--- config.mk ---
export PLATFORM = sky130hd
export DESIGN_NAME = decode_issue_queue
export DESIGN_NICKNAME = d
export VERILOG_FILES = /design/src/rtl/decode_issue_queue.sv
export SDC_FILE = /design/constraint.sdc
export NUM_CORES = 1
export LEC_CHECK = 0
export CORE_MARGIN = 4
export CORE_UTILIZATION = 40
export DETAILED_ROUTE_END_ITERATION = 16
export PLACE_DENSITY = 0.59
export REMOVE_ABC_BUFFERS = 1
export SETUP_SLACK_MARGIN = 0.4
export SLEW_MARGIN = 10
export SYNTH_ARGS = -nofsm -noshare
export SYNTH_HDL_FRONTEND = slang
export SYNTH_SLANG_ARGS = --single-unit
--- constraint.sdc ---
create_clock -name clock -period 5.6 [get_ports clock]
set_input_delay 0.56 -clock clock [delete_from_list [all_inputs] [get_ports clock]]
set_output_delay 0.56 -clock clock [all_outputs]
set_load 0.1 [all_outputs]
--- src/rtl/decode_issue_queue.sv ---
// Decode/issue queue: DEPTH-entry instruction FIFO with head register-usage decode
// and a pending-destination scoreboard. Optional macro: DECODE_WB_BYPASS_EN.
module decode_issue_queue #(
    parameter int unsigned DEPTH = 4,
    parameter int unsigned CNT_W = $clog2(DEPTH) + 1
) (
    input  logic             clock,
    input  logic             reset,
    input  logic             flush,
    input  logic             in_valid,
    output logic             in_ready,
    input  logic [31:0]      in_instr,
    input  logic [31:0]      in_pc,
    output logic             out_valid,
    input  logic             out_ready,
    output logic [31:0]      out_instr,
    output logic [31:0]      out_pc,
    output logic [4:0]       out_rs1,
    output logic [4:0]       out_rs2,
    output logic [4:0]       out_rd,
    output logic             out_rd_we,
    output logic             out_illegal,
    input  logic             wb_valid,
    input  logic [4:0]       wb_rd,
    output logic [CNT_W-1:0] occupancy,
    output logic [31:0]      pending
);
    localparam int unsigned PTR_W = (DEPTH > 1) ? $clog2(DEPTH) : 1;

    logic [31:0]      instr_mem [DEPTH];
    logic [31:0]      pc_mem    [DEPTH];
    logic [PTR_W-1:0] wr_ptr, rd_ptr;
    logic [CNT_W-1:0] count_q;
    logic [31:0]      pending_q, pending_nxt, eff_pending;
    logic             full, empty, push, pop, hazard;
    logic             uses_rs1, uses_rs2, uses_rd;

    assign full      = (count_q == CNT_W'(DEPTH));
    assign empty     = (count_q == '0);
    // reset gates in_ready so it reads 0 while the block is held in reset
    assign in_ready  = reset && !full && !flush;
    assign push      = in_valid && in_ready;
    assign pop       = out_valid && out_ready;
    assign occupancy = count_q;
    assign pending   = pending_q;

    assign out_instr = instr_mem[rd_ptr];
    assign out_pc    = pc_mem[rd_ptr];
    assign out_rs1   = out_instr[19:15];
    assign out_rs2   = out_instr[24:20];
    assign out_rd    = out_instr[11:7];

    // Head opcode decode into register usage
    always_comb begin
        uses_rs1    = 1'b0;
        uses_rs2    = 1'b0;
        uses_rd     = 1'b0;
        out_illegal = 1'b0;
        case (out_instr[6:0])
            7'b0110111, 7'b0010111, 7'b1101111: uses_rd = 1'b1;
            7'b1100111, 7'b0000011, 7'b0010011: begin
                uses_rs1 = 1'b1;
                uses_rd  = 1'b1;
            end
            7'b1100011, 7'b0100011: begin
                uses_rs1 = 1'b1;
                uses_rs2 = 1'b1;
            end
            7'b0110011: begin
                uses_rs1 = 1'b1;
                uses_rs2 = 1'b1;
                uses_rd  = 1'b1;
            end
            7'b0001111: ;
            7'b1110011: begin
                uses_rs1 = (out_instr[14:12] != 3'b000);
                uses_rd  = (out_instr[14:12] != 3'b000);
            end
            default: out_illegal = 1'b1;
        endcase
    end

    assign out_rd_we = uses_rd && (out_rd != 5'd0);

`ifdef DECODE_WB_BYPASS_EN
    assign eff_pending = pending_q & ~(wb_valid ? (32'(1) << wb_rd) : 32'd0);
`else
    assign eff_pending = pending_q;
`endif

    assign hazard    = (uses_rs1 && eff_pending[out_rs1]) ||
                       (uses_rs2 && eff_pending[out_rs2]) ||
                       (out_rd_we && eff_pending[out_rd]);
    assign out_valid = !empty && !hazard && !flush;

    // Scoreboard: write-back clears, issue sets; set applied last so it wins
    always_comb begin
        pending_nxt = pending_q;
        if (wb_valid)
            pending_nxt[wb_rd] = 1'b0;
        if (pop && out_rd_we)
            pending_nxt[out_rd] = 1'b1;
        pending_nxt[0] = 1'b0;
    end

    always_ff @(posedge clock) begin
        if (push) begin
            instr_mem[wr_ptr] <= in_instr;
            pc_mem[wr_ptr]    <= in_pc;
        end
    end

    always_ff @(posedge clock or negedge reset) begin
        if (!reset) begin
            wr_ptr    <= '0;
            rd_ptr    <= '0;
            count_q   <= '0;
            pending_q <= '0;
        end else begin
            pending_q <= pending_nxt;
            if (flush) begin
                wr_ptr  <= '0;
                rd_ptr  <= '0;
                count_q <= '0;
            end else begin
                if (push)
                    wr_ptr <= wr_ptr + PTR_W'(1);
                if (pop)
                    rd_ptr <= rd_ptr + PTR_W'(1);
                if (push && !pop)
                    count_q <= count_q + CNT_W'(1);
                else if (!push && pop)
                    count_q <= count_q - CNT_W'(1);
            end
        end
    end
endmodule

# Yosys cells after proc, flatten, opt, wreduce, memory -nomap -nowiden
# Memory sizes are Yosys's and may differ from the RTL's.
# Cells that the tools add are included.
# word_totals
register_bits,38
ram_bits,256
in_bits,75
output_inout_bits,118
wordCells,89
memories,2
# op_classes
addsub,4
order_cmp,6
eq_ne,12
n_mux,25
bitwise_logic,3
reduce_logical,33
# memory_table
name,depth,word_bits,read_ports,rd_clocked_by_memory_dff,write_ports,line,rtl
instr_mem,4,32,1,0,1,30,logic [31:0] instr_mem [DEPTH];
pc_mem,4,32,1,0,1,31,logic [31:0] pc_mem [DEPTH];
# op_table
cell,n
32-bit 2-to-1 mux,2
32-bit bitwise AND,1
32-bit NOT,1
32-bit bitwise OR,1
7-bit == test (second input constant),4
5-bit by 6-bit < comparator with 1-bit output (second input constant),4
7-bit by 6-bit == test with 1-bit output (second input constant),3
1-bit binary-select mux with 5-bit select,3
1-bit logical AND,15
7-bit by 5-bit == test with 1-bit output (second input constant),2
11-bit OR reduction,1
1-bit demux with 5-bit select,2
5-bit by 1-bit greater-or-equal comparator with 1-bit output (second input constant),2
1-bit 2-to-1 mux,9
3-bit 2-to-1 mux,3
2-bit 2-to-1 mux,4
7-bit by 2-bit == test with 1-bit output (second input constant),1
7-bit by 4-bit == test with 1-bit output (second input constant),1
7-bit OR reduction,1
1-bit logical NOT,6
3-bit nonzero test,2
6-bit OR reduction,1
5-bit nonzero test,1
2-bit by 1-bit adder with 2-bit output (second input constant),2
other kinds (8),11

# Logic depth before layout (Yosys ltp)
# Gate-level depths: netlist of run 1.
# An unclocked memory read counts as a cell.
# logic_depth
word_depth,15
mapped_depth,20
depth_no_buf,14

# Worst setup path before layout of run 1
# No wires, ideal clock.
# synth_path
path_kind,register to register
startpoint,register count_q[0] (netlist: occupancy[0])
endpoint,memory instr_mem[0][0] (enable)
setup_time_ns,0.429
t_arrival_ns,5.735
required_ns,5.171
path_slack_ns,-0.564
path_stages_with_launch,4
path_buffers,0
period_less_slack_ns,6.164
cell_sequence,dfrtp_1 > inv_1 > a311oi_1 > and3_1
# synth_between
elab_chain_len,7
# synth_lines
item,line,rtl
"start, declared",33,logic [CNT_W-1:0] count_q;
"start signal, assigned",131,count_q <= count_q + CNT_W'(1);
"start signal, assigned",133,count_q <= count_q - CNT_W'(1);
3-bit == test,38,assign full = (count_q == CNT_W'(DEPTH));
1-bit logical NOT,41,assign in_ready = reset && !full && !flush;
1-bit logical AND (2 in series),41,
via in_ready,11,"output logic in_ready,"
1-bit logical AND,42,assign push = in_valid && in_ready;
1-bit 2-to-1 mux,107,if (push) begin
1-bit 2-to-1 mux (not written as such),108,instr_mem[wr_ptr] <= in_instr;
"end, declared",30,
# The timed path passes the listed nets, and every way through them passes these cells.

# Worst setup path after layout of run 1
# layout_path
startpoint,register rd_ptr[0]
endpoint,output port out_valid
# layout_between
elab_chain_len,10
word_cells_on_any_way,34
cone_classes,eq/ne (10); mux (9); reduce/logical (14); memory (1)
# layout_lines
item,line,rtl
"start, declared",32,"logic [PTR_W-1:0] wr_ptr, rd_ptr;"
"start signal, assigned",129,rd_ptr <= rd_ptr + PTR_W'(1);
memory 4 x 32 bit *,--,
"7-bit by 6-bit == test with 1-bit output, or another cell as far along",59,case (out_instr[6:0])
"7-bit OR reduction (no line), or another cell as far along",--,
1-bit one-hot mux with 2 select lines or 1-bit 2-to-1 mux (tied branches),59,
1-bit logical AND (on tied branches),"83, 91, 92",
1-bit logical AND or 1-bit logical OR (tied branches),"93, 91",
1-bit logical OR *,92,(uses_rs2 && eff_pending[out_rs2]) ||
1-bit logical NOT *,94,assign out_valid = !empty && !hazard && !flush;
1-bit logical AND * (2 in series),94,
"end, declared",14,"output logic out_valid,"
# Every way passes the cells marked *; elsewhere a longest branch is shown, timed or not. The select of a mux whose other input is x is not followed.

==> impl_metrics.json, run 1 <==
{
  "nNetsFinal": 933,
  "critPathCaptureType": "output port",
  "drv_slew": 0,
  "yosysWarnings": 0,
  "viasPerCell": 5.54,
  "drt-pass1-iter-count": 5,
  "grt_pass1_vias": 7531,
  "fin_skew_ns": 0.0133,
  "drt-total-wl_um": 29700,
  "fp.dieH_um": 184,
  "clk_latency_ns": 0.54,
  "yosysTopAreaCell": "edfxtp_1",
  "avgRoutedWirePerCell_um": 23.4,
  "clk_path_buf_depth": 3,
  "htree_levels": 1,
  "drive_above_1_share_pct": 15.6,
  "clkTransAtPathRegs_ns": 0.06,
  "cts_tree": "built",
  "numPortBuffers": 191,
  "synth_flop_cell": "edfxtp_1",
  "period_needed_ns": 4.76,
  "cp_data_arrival_time_ns": 4.20,
  "rsz0062_at_grt": "false",
  "row_count": 64,
  "max_slew_margin_pct": 28.3,
  "crit_type": "flip-flop to output port",
  "worst_setup_path_start_kind": "flip-flop",
  "area_delta_synth_final_pct": 24.1,
  "synth.distinct_cells": 62,
  "ys_top_cells_by_area": "edfxtp_1 (62%), mux4_2 (11%), dfrtp_1 (7.7%), mux2i_1 (3.9%), o21ai_0 (1.5%)",
  "total_power_w": 0.00737,
  "power_density_nw_per_um2": 480,
  "outcome": "completed",
  "synth_edf_count": 256,
  "drt_first_iter_violations": 498,
  "die_width_um": 184,
  "layout_commonest_cell": "edfxtp_1",
  "syn-instance-count": 672,
  "coreArea_um2": 30500,
  "grt_max_degree": 65,
  "grt_antenna_before_repair": 3,
  "seq_area_um2": 8650,
  "synth_top_area_share_pct": 62.2,
  "holdWs_ns": 0.470,
  "min_path_type": "input pin to async pin",
  "place_congestion": 0.897,
  "diodes": 0,
  "grt_pass1_wl_um": 45500,
  "max_freq_mhz": 210,
  "drc": 0,
  "grtUsageTotal_pct": 17.3,
  "cts_resized": 0,
  "cts_made_buffers": 29,
  "layout_common_cells": "edfxtp_1 (256), clkdlybuf4s50_1 (188), mux4_2 (62)",
  "cts_root_buf": "clkbuf_16",
  "antenna_left": 0,
  "synth-seq-cells": 294,
  "avgSynthCellArea_um2": 18.4,
  "io_pins": 193,
  "start_util_pct": 40.5,
  "finalHoldViolations": 0,
  "dieArea_um2": 33800,
  "crit_required_ns": 5.04,
  "async_flop_share_pct": 12.9,
  "vias": 7026,
  "peakVddDrop_uv": 366,
  "syn-cell-area_um2": 12400,
  "min_period_over_period_pct": 85.0,
  "cp_max_fo": 19,
  "multiInputGateArea_um2": 3360,
  "cap_violations": 0,
  "hpwl_um": 19000,
  "nFillCells": 2518,
  "grt_overflow": 0,
  "setup_viol": 0,
  "yosysSeqAreaShare_pct": 69.9,
  "setup_tns_ns": 0,
  "clkSinkCount": 294,
  "leakage_nw": 5.05,
  "worst_slew_pin_slew_ns": 1.08
}
==> Yosys cell counts (all sizes together) (2+ instances only) <==
| master | instances |
|---|---|
| inv | 12 |
| nor2 | 9 |
| or4b | 2 |
| nand4 | 3 |
| dfrtp | 38 |
| or3b | 3 |
| mux4 | 67 |
| o22ai | 7 |
| nand2 | 18 |
| nand2b | 6 |
| nor3 | 9 |
| a21oi | 4 |
| and2 | 5 |
| clkbuf | 6 |
| o32ai | 2 |
| or2 | 3 |
| nand3 | 7 |
| nand3b | 7 |
| o41ai | 15 |
| mux2i | 48 |
| o21ai | 53 |
| and3 | 4 |
| buf | 42 |
| ha | 4 |
| mux2 | 5 |
| nand4b | 2 |
| a211oi | 4 |
| edfxtp | 256 |
| or3 | 4 |
| a311oi | 2 |
| nor2b | 8 |
==> worst paths after layout <==
| check | startpoint | slack (ns) | depth (start not counted) | end |
|---|---|---|---|---|
| hold reg to reg | occupancy[0] | 0.54 | 1 | occupancy[0] |
| setup / recovery | rd_ptr[0] | 0.84 | 10 | out_valid |
| hold / removal | reset | 0.47 | 2 | occupancy[1] |
| min in group clock | occupancy[0] | 0.54 | 1 | occupancy[0] |
| max in group asynchronous | reset | 4.73 | 2 | rd_ptr[0] |
| setup reg to reg | rd_ptr[0] | 0.86 | 15 | occupancy[2] |
==> registers in the layout, indices dropped and copies added (netlist names) <==
signal	cells
rd_ptr	2
wr_ptr	2
occupancy	3
pc_mem	128
instr_mem	128
pending	31
==> worst max-delay path, stage by stage (launching register included) <==
cell and delay (ns):
dfrtp_4 0.69, mux4_2 0.57, nor3_1 0.42, o32ai_1 0.16
a32oi_1 0.33, or2_1 0.56, inv_1 0.14, nand3_1 0.19
nand3_1 0.14, nor2_1 0.14, buf_4 0.31
==> what timing repair did <==
action,in CTS,in global routing
setup buffers,0,1
hold buffers,0,0
endpoints found under the setup margin,0,2
==> where the power goes <==
group / switching [W] / total [W] / internal, W
registers: 0.0000980 / 0.00256 / 0.00246
logic: 0.00226 / 0.00311 / 0.000846
clock network: 0.000759 / 0.00170 / 0.000944
==> kinds of logic (layout without fill, tap and decap cells) <==
kind of cell | count (synthesis) | count (layout) | share of synthesized area (%)
xor+xnor | 1 | 1 | 0.0709
buf+inv | 60 | 260 | 3.09
mux | 120 | 120 | 16.7
other cells | 1 | 1 | 0.0303
compound gates | 98 | 98 | 5.21
simple gates | 93 | 93 | 4.46
fa+ha+maj | 5 | 5 | 0.567
flops | 294 | 294 | 69.9
==> metrics by stage <==
step	setup slack (ns)	instances	utilization, %	cell area [um2]
after detailed placement	0.667	1217	47.5	14500
after floorplan	-2.66	624	-	12000
final	0.841	1268	50.3	15300
after global routing	0.591	1268	50.3	15300
after global placement	0.853	1217	47.5	14500
after CTS	0.586	1267	50.2	15300
==> cell type report <==
| class | count | area share, % |
|---|---|---|
| timing repair buffer | 198 | 12.8 |
| clock buffer | 36 | 4.90 |
| inverter | 12 | 0.294 |
| multi-input combinational | 318 | 21.9 |
| sequential | 294 | 56.4 |
| tap | 396 | 3.23 |
| clock inverter | 14 | 0.465 |
==> per-layer routing <==
layer  part of all wire (%)  global-route usage, %  vias up
li1                       -                      -     3099
met1                     43                   23.7     3560
met2                     45                   27.3      298
met3                    9.8                   5.72       63
met4                    2.1                   4.20        6
met5                   0.14                      0        -
Note: power is estimated with default switching activity, not from simulation.
==> run 2: changes to the inputs <==
Clock period 5.6 ns to 4.5 ns, I/O delays scaled along.
==> run 2 against run 1 <==
Compared with the run above: design area grew 2.5%; count of clock-buffer cells in the layout grew 5; largest cell class unchanged; global-route usage shrank 0.11 points; worst hold slack lost 0.094 ns; sequential power grew 23%; largest power group unchanged; register-to-register slack lost 0.17 ns; via count grew 2.0%; total power grew 30%; flip-flop and latch count is the same; first-iteration DRC count is the same; combinational power grew 29%.
==> impl_metrics.json, run 2 (synthesis results as in run 1) <==
{
  "finalHoldViolations": 0,
  "rr_startpoint": "rd_ptr[0]",
  "nNetsFinal": 960,
  "worst_setup_path_start_kind": "flip-flop",
  "viasPerCell": 5.51,
  "area_delta_synth_final_pct": 27.2,
  "peakVddDrop_uv": 412,
  "setup_viol": 0,
  "busiest_layer": "met2",
  "period_needed_ns": 3.94,
  "io_pins": 193,
  "drive_above_1_share_pct": 20.5,
  "clkSinkCount": 294,
  "outcome": "completed",
  "cp_max_fo": 7,
  "reg2regPathDepth": 11,
  "grt_pass1_vias": 7572,
  "nFillCells": 2475,
  "max_freq_mhz": 254,
  "htree_levels": 1,
  "diodes": 0,
  "rsz0062_at_grt": "false",
  "drt_first_iter_violations": 498,
  "coreArea_um2": 30500,
  "clk_path_buf_depth": 3,
  "grt_use_met2_pct": 27.7,
  "drt-total-wl_um": 29600,
  "min_period_over_period_pct": 87.5,
  "leakage_nw": 5.27,
  "cts_made_buffers": 31,
  "place_congestion": 0.897,
  "antenna_left": 0,
  "grt_use_met1_pct": 22.8,
  "setup_tns_ns": 0,
  "fin_skew_ns": 0.0120,
  "clkTransAtPathRegs_ns": 0.06,
  "ctsHoldBuffers": 0,
  "max_stage_delay_ns": 0.62,
  "drc": 0,
  "cp_data_arrival_time_ns": 3.49,
  "crit_start": "rd_ptr[0]",
  "grt_pass1_wl_um": 45000,
  "cp.buffers_inverters": 2,
  "critPathTopFamily": "simple AND/OR/NAND/NOR gates",
  "cts_tree": "built",
  "cpMaxStageDelayCell": "mux4_1",
  "cts_root_buf": "clkbuf_16",
  "avgRoutedWirePerCell_um": 22.8,
  "row_count": 64,
  "ff2ff_setup_slack_ns": 0.69,
  "r2r_end": "pending[22]",
  "fp.dieH_um": 184,
  "grt_overflow": 0,
  "cap_violations": 0,
  "crit_required_ns": 4.05,
  "crit_type": "flip-flop to output port",
  "critPathCaptureType": "output port",
  "drv_slew": 0,
  "vias": 7169,
  "clk_latency_ns": 0.55,
  "groute.layer.met3.usage_pct": 5.70,
  "power_density_nw_per_um2": 609,
  "total_power_w": 0.00958,
  "grt_antenna_before_repair": 4,
  "path_cells": "buf_4 > mux4_1 > and3b_1 > nand4b_1 > a311o_1 > o32ai_2 > nor3_4 > nand3_1 > nor2_1 > buf_12",
  "grtUsageTotal_pct": 17.2,
  "min_path_type": "input pin to async pin",
  "hpwl_um": 19000,
  "grt_max_degree": 65,
  "drt-pass1-iter-count": 5,
  "dieArea_um2": 33800,
  "numPortBuffers": 191,
  "max_slew_margin_pct": 29.0,
  "layout_common_cells": "edfxtp_1 (256), clkdlybuf4s50_1 (177), mux4_2 (64)",
  "die_width_um": 184,
  "start_util_pct": 40.5,
  "worst_slew_pin_slew_ns": 1.06,
  "layout_commonest_cell": "edfxtp_1"
}
==> run 2: cell count changes in the layout (fill, tap and decap cells not counted), moves of 3 or more <==
cell             before  now
buf_8                 0    3
clkdlybuf4s50_1     188  177
clkbuf_8              0    4
buf_4                 9   40
==> run 2: where the power goes <==
| group | total, W | switching [W] | internal [W] |
|---|---|---|---|
| sequential | 0.00314 | 0.0000765 | 0.00306 |
| combinational | 0.00401 | 0.00287 | 0.00113 |
| clock | 0.00244 | 0.000997 | 0.00144 |
| total | 0.00958 | 0.00395 | 0.00564 |
==> run 2: worst max path at each step <==
| stage | to | cells past startpoint |
|---|---|---|
| 2_1_floorplan | occupancy[2] | 12 |
| 3_5_place_dp | pending[22] | 11 |
| 6_report | out_valid | 10 |
| 3_3_place_gp | occupancy[2] | 14 |
| 5_1_grt | out_valid | 9 |
| 4_1_cts | out_valid | 8 |
==> run 2: per-stage QoR <==
step	util [%]	setup WS (ns)	hold WS, ns	area (um2)	std cells
5_1_grt	51.5	0.400	0.408	15700	1300
3_3_place_gp	47.6	0.330	0.520	14500	1222
3_5_place_dp	47.6	0.271	0.548	14500	1222
6_report	51.5	0.562	0.376	15700	1300
2_1_floorplan	-	-3.65	0.154	12000	624
4_1_cts	51.0	0.402	0.386	15600	1281
==> run 2: layer usage <==
layer  vias up  routed length [um]
li1       3150                   -
met1      3646               12100
met2       301               13600
met3        64                2900
met4         8                 816
met5         -                  67
==> run 2: worst reg2reg max path, delay by kind of cell (launching register included) <==
family / cells / cell delay (ns)
mux: 1 / 0.76
compound gates: 2 / 0.51
flops: 1 / 0.49
simple gates: 5 / 1.45
buf+inv: 3 / 0.53
==> run 2: timing repair <==
action	in CTS	in global routing
resized for setup	3	3
endpoints found under the setup margin	38	25
buffers inserted	2	19
cloned	0	0
==> run 2: final cells by class <==
class,count,area [um2],area share (%)
flip-flops and latches,294,8650,55.0
clock inverters,16,141,0.899
repair buffers,223,2180,13.8
well taps,396,495,3.15
clock buffers,41,853,5.43
multi-input cells,318,3370,21.4
inverters,12,45.0,0.286
